<file path="config.mk">
export PLATFORM = sky130hd
export DESIGN_NAME = pu_msp430_sync_bus_rx
export DESIGN_NICKNAME = d
export VERILOG_FILES = /design/src/rtl/pu_msp430_sync_pkg.sv /design/src/rtl/pu_msp430_sync_stage.sv /design/src/rtl/pu_msp430_sync_bus_rx.sv
export SDC_FILE = /design/constraint.sdc
export NUM_CORES = 1
export LEC_CHECK = 0
export BUFFER_PORTS_ARGS = -buffer_cell sky130_fd_sc_hd__buf_2
export CAP_MARGIN = 20
export CORE_UTILIZATION = 46
export CTS_BUF_LIST = sky130_fd_sc_hd__clkbuf_8 sky130_fd_sc_hd__clkbuf_16
export DETAILED_ROUTE_END_ITERATION = 10
export HOLD_SLACK_MARGIN = 0.08
export PLACE_DENSITY_LB_ADDON = 0.12
export SYNTH_ARGS = -nofsm -noshare
export SYNTH_HDL_FRONTEND = slang
export SYNTH_SLANG_ARGS = --single-unit
</file>
<file path="constraint.sdc">
create_clock -name clk -period 1.6 [get_ports clk]
set_input_delay 0.16 -clock clk [delete_from_list [all_inputs] [get_ports clk]]
set_output_delay 0.16 -clock clk [all_outputs]
set_load 0.01 [all_outputs]
</file>
<file path="src/rtl/pu_msp430_sync_pkg.sv">
`default_nettype none
// ============================================================================
// Module      : pu_msp430_sync_pkg
// Description : Shared types and constants for the toggle-handshake receiver.
// Revision    : 1.0  initial release
// ============================================================================
package pu_msp430_sync_pkg;

    typedef enum logic [0:0] {
        IDLE  = 1'b0,
        VALID = 1'b1
    } sync_rx_state_t;

    localparam int SYNC_STAGES = 2;

endpackage
`default_nettype wire

</file>
<file path="src/rtl/pu_msp430_sync_stage.sv">
`default_nettype none
// ============================================================================
// Module      : pu_msp430_sync_stage
// Description : Single-bit multi-flop synchronizer with synchronous reset.
// Revision    : 1.0  initial release
// ============================================================================
module pu_msp430_sync_stage
    import pu_msp430_sync_pkg::*;
#(
    parameter int STAGES = SYNC_STAGES
) (
    input  logic clk,
    input  logic rst,
    input  logic d,
    output logic q
);

    logic [STAGES-1:0] sync_q;
    logic [STAGES-1:0] sync_d;

    // Bit 0 is the metastability-catching flop; the MSB is the safe output.
    generate
        if (STAGES == 1) begin : g_single
            always_comb sync_d = d;
        end else begin : g_chain
            always_comb sync_d = {sync_q[STAGES-2:0], d};
        end
    endgenerate

    always_ff @(posedge clk) begin
        if (rst) begin
            sync_q <= '0;
        end else begin
            sync_q <= sync_d;
        end
    end

    assign q = sync_q[STAGES-1];

endmodule
`default_nettype wire

</file>
<file path="src/rtl/pu_msp430_sync_bus_rx.sv">
`default_nettype none
// ============================================================================
// Module      : pu_msp430_sync_bus_rx
// Description : Toggle-handshake bus receiver; captures a word per request
//               toggle, hands it out via valid/ready, returns an ack toggle.
//               Overrun detection is built only with PU_MSP430_SYNC_OVERRUN_EN.
// Revision    : 1.0  initial release
// ============================================================================
module pu_msp430_sync_bus_rx
    import pu_msp430_sync_pkg::*;
#(
    parameter int DW    = 16,
    parameter int CNT_W = 8
) (
    input  logic             clk,
    input  logic             rst,
    input  logic             req_toggle,
    input  logic [DW-1:0]    data_in,
    output logic [DW-1:0]    data_out,
    output logic             data_valid,
    input  logic             data_ready,
    output logic             ack_toggle,
    output logic [CNT_W-1:0] xfer_cnt,
    output logic             overrun,
    input  logic             overrun_clr
);

    sync_rx_state_t   state_q,    state_d;
    logic [DW-1:0]    data_q,     data_d;
    logic             ack_q,      ack_d;
    logic [CNT_W-1:0] cnt_q,      cnt_d;
    logic             req_prev_q;
    logic             w_req_sync;
    logic             w_req_edge;

    pu_msp430_sync_stage #(
        .STAGES (SYNC_STAGES)
    ) u_req_sync (
        .clk (clk),
        .rst (rst),
        .d   (req_toggle),
        .q   (w_req_sync)
    );

    assign w_req_edge = w_req_sync ^ req_prev_q;

    always_comb begin
        state_d = state_q;
        data_d  = data_q;
        ack_d   = ack_q;
        cnt_d   = cnt_q;
        case (state_q)
            IDLE: begin
                if (w_req_edge) begin
                    data_d  = data_in;
                    state_d = VALID;
                end
            end
            VALID: begin
                // An edge arriving here is dropped; only ready moves us on.
                if (data_ready) begin
                    ack_d   = ~ack_q;
                    cnt_d   = cnt_q + CNT_W'(1);
                    state_d = IDLE;
                end
            end
            default: state_d = IDLE;
        endcase
    end

    always_ff @(posedge clk) begin
        if (rst) begin
            state_q    <= IDLE;
            data_q     <= '0;
            ack_q      <= 1'b0;
            cnt_q      <= '0;
            req_prev_q <= 1'b0;
        end else begin
            state_q    <= state_d;
            data_q     <= data_d;
            ack_q      <= ack_d;
            cnt_q      <= cnt_d;
            req_prev_q <= w_req_sync;
        end
    end

`ifdef PU_MSP430_SYNC_OVERRUN_EN
    logic overrun_q, overrun_d;

    // Set has priority over a simultaneous clear.
    always_comb begin
        overrun_d = overrun_q;
        if (overrun_clr) begin
            overrun_d = 1'b0;
        end
        if ((state_q == VALID) && w_req_edge) begin
            overrun_d = 1'b1;
        end
    end

    always_ff @(posedge clk) begin
        if (rst) begin
            overrun_q <= 1'b0;
        end else begin
            overrun_q <= overrun_d;
        end
    end

    assign overrun = overrun_q;
`else
    logic w_unused_overrun_clr;
    assign w_unused_overrun_clr = overrun_clr;
    assign overrun              = 1'b0;
`endif

    assign data_out   = data_q;
    assign data_valid = (state_q == VALID);
    assign ack_toggle = ack_q;
    assign xfer_cnt   = cnt_q;

endmodule
`default_nettype wire

</file>
==> out/results.tsv <==
stage	metric	value	unit
cts	CTS Sinks	29	
routing	post-DR wirelength/cell	11.7	µm
final_layout	synthesis-to-finish area growth	28.4	%
routing	via/cell ratio	5.17	
setup_path	crit path capture type	register	
synthesis	Netlist Area Pre-Place	1130	µm²
synthesis	EDFF count, synth	0	
timing	Final Hold Fails	0	
synthesis	Yosys top cell by area	dfxtp_1	
synthesis	synth top area cells	dfxtp_1, a21oi_1, o21ai_0, nand3_1, or3_1	
cts	H-tree Lvls	2	
timing	Final setup viols	0	
cts	Clock Path Buffers	2	
cts	postcts setup bufs	0	
final_layout	# nets final	197	
die	io pins	48	
cts	cts hold-fix bufs	0	
setup_path	CP Cell Sequence	buf_4, clkinv_1, nand3_1, a21oi_1	
setup_path	Required @ worst endpoint	1.73	ns
final_layout	proportion of layout cells with a drive suffix above 1	31.8	%
routing	First-pass DRT Iterations	4	
power_and_ir_drop	leakage power	0.635	nW
cts	root buf cell	clkbuf_8	
timing	max-slew violation count	0	
synthesis	post-synth top area share	51.5	%
routing	drt total wl	2380	µm
power_and_ir_drop	PwrDens	1000	nW/µm²
synthesis	Post-Synthesis Net Count	150	
synthesis	synthesized area per cell	8.81	µm²
power_and_ir_drop	Tot Pwr	1.45	mW
timing	Fmax	716	MHz
global_routing	number of global-route vias before repair	884	
setup_path	max incr delay on CP	0.42	ns
global_routing	first-pass GRT wire length	3750	µm
synthesis	top-count cell post-synth	dfxtp_1	
placed_design	Final GP Congestion	0.699	
die	Chip Width	51.5	µm
setup_path	CP arrival	1.52	ns
timing	period utilization	87.3	%
routing	Antenna Nets Post-Route	0	
setup_path	Setup CP Type	reg2reg	
synthesis	Yosys reg bits	29	
synthesis	post-synthesis sequential area ratio	51.5	%
synthesis	Async S/R FF share, synth	0	%
status	status	finished clean	
setup_path	CP Launch Type	register	
power_and_ir_drop	peak supply drop	0.861	mV
synthesis	Warnings, synthesis	0	
global_routing	GRT overflow	0	
global_routing	initial antenna violation count	0	
cts	post-CTS sizing	0	
placed_design	PortBufs	45	
timing	post-route clock skew	0.00529	ns
synthesis	Post-synth top flop	dfxtp_1	
global_routing	largest net degree at the start of global routing	30	
routing	via count	1054	
final_layout	Filler cells	207	
synthesis	Synth Instances	128	
die	site row count	17	
timing	minimum clock period	1.40	ns
setup_path	worst-path fanout max	17	
cts	clock slew at reported path FFs	0.06	ns
synthesis	most instantiated cells after synthesis	dfxtp_1, a21oi_1, o21ai_0	
cts	Worst-Skew Late Latency	0.27	ns
placed_design	HPWL reported at the end of detailed placement	1640	µm
cts	CTS tree	yes	
routing	residual DRC count	0	
global_routing	GRT Total Usage	19.2	%
run	MaxCap Viol Count	0	
synthesis	synth unique cells	24	
setup_path	slowest CP cell	dfxtp_1	
timing	setup_tns	0	ns
cts	Inserted Clock Buffers	5	
die	core box area	2250	µm²
routing	drt initial violations	17	
final_layout	Antenna Cells	0	
die	die area	2650	µm²
die	Initial Util	50.0	%
hold_path	type of the worst min-delay path	in2reg	
timing	RSZ-0062 raised after global routing	no	
die	Die H	51.5	µm
-- where the power goes --
group	internal [mW]	total, mW	switching, mW
clock network	0.288	0.530	0.241
registers	0.750	0.767	0.0165
logic	0.0649	0.150	0.0856
-- per-stage QoR --
| stage | instance area (µm²) | std cells | hold WS [ns] | util, % | worst slack [ns] |
|---|---|---|---|---|---|
| floorplan | 1130 | 128 | 0.288 | - | 0.362 |
| global placement | 1370 | 196 | 0.366 | 60.7 | 0.222 |
| detailed placement | 1370 | 196 | 0.375 | 60.7 | 0.211 |
| CTS | 1450 | 204 | 0.0934 | 64.2 | 0.200 |
| global route | 1450 | 204 | 0.137 | 64.2 | 0.0852 |
| finish | 1450 | 204 | 0.100 | 64.2 | 0.203 |
-- critical path, delay by kind of cell (launching register included) --
family	cells	cell delay, ns
buffers and inverters	2	0.53
AO/OA/AOI/OAI	1	0.09
AND/OR/NAND/NOR	1	0.22
flip-flops	1	0.42
-- registers in the layout (all words and copies together) (netlist names) --
| register | count |
|---|---|
| req_prev_q | 1 |
| xfer_cnt | 8 |
| data_valid | 1 |
| ack_toggle | 1 |
| data_out | 16 |
| u_req_sync.sync_q | 2 |
-- cell usage in the layout, fill, tap and decap left out, types with 2 or more instances in the layout --
cell      Yosys  routed
nand3_1      19      19
buf_4         2       4
or3_1         4       4
xor2_1        2       2
nor2_1        3       3
o21ai_0      20      20
nor2b_1       3       3
nand2_1       3       3
a21oi_1      23      23
clkbuf_8      0       5
nand4_1       2       2
dfxtp_1      29      29
buf_2         1      45
inv_1         2       5
-- cells by family (layout without fill, tap and decap cells) --
kind of cell / after synthesis / count (layout) / synth area share, %
and+or+nand+nor: 36 / 36 / 16.6
AOI/OAI and AO/OA: 44 / 44 / 19.8
adders and majority gates: 1 / 1 / 1.11
other: 1 / 1 / 0.333
buffers and inverters: 12 / 60 / 5.44
DFF: 29 / 29 / 51.5
xor gates and xnor gates: 5 / 5 / 5.22
-- final cells by class --
class                   count  area (µm²)  share of cell area (%)
flip-flops and latches     29         581                    40.1
inverters                   3        11.3                   0.778
repair buffers             49         255                    17.6
well taps                  28        35.0                    2.42
clock inverters             3        11.3                   0.778
clock buffers               5        68.8                    4.75
multi-input cells          87         485                    33.5
-- layer usage --
layer	GRT usage [%]	routed length, µm	vias up
met1	22.5	1050	475
met3	5.26	139	2
li1	-	-	538
met5	0	0	-
met4	8.11	9	0
met2	32.7	1180	39
-- path summary, 6_finish.rpt --
check | from | to | slack, ns | cells after the start
max | data_valid$_SDFF_PP0_ | data_out[3]$_SDFFE_PP0P_ | 0.20 | 4
min reg2reg | u_req_sync.sync_q[0]$_SDFF_PP0_ | u_req_sync.sync_q[1]$_SDFF_PP0_ | 0.43 | 1
max reg2reg | data_valid$_SDFF_PP0_ | data_out[3]$_SDFFE_PP0P_ | 0.20 | 4
min | req_toggle | u_req_sync.sync_q[0]$_SDFF_PP0_ | 0.10 | 2
Note: power is estimated with default switching activity, not from simulation.
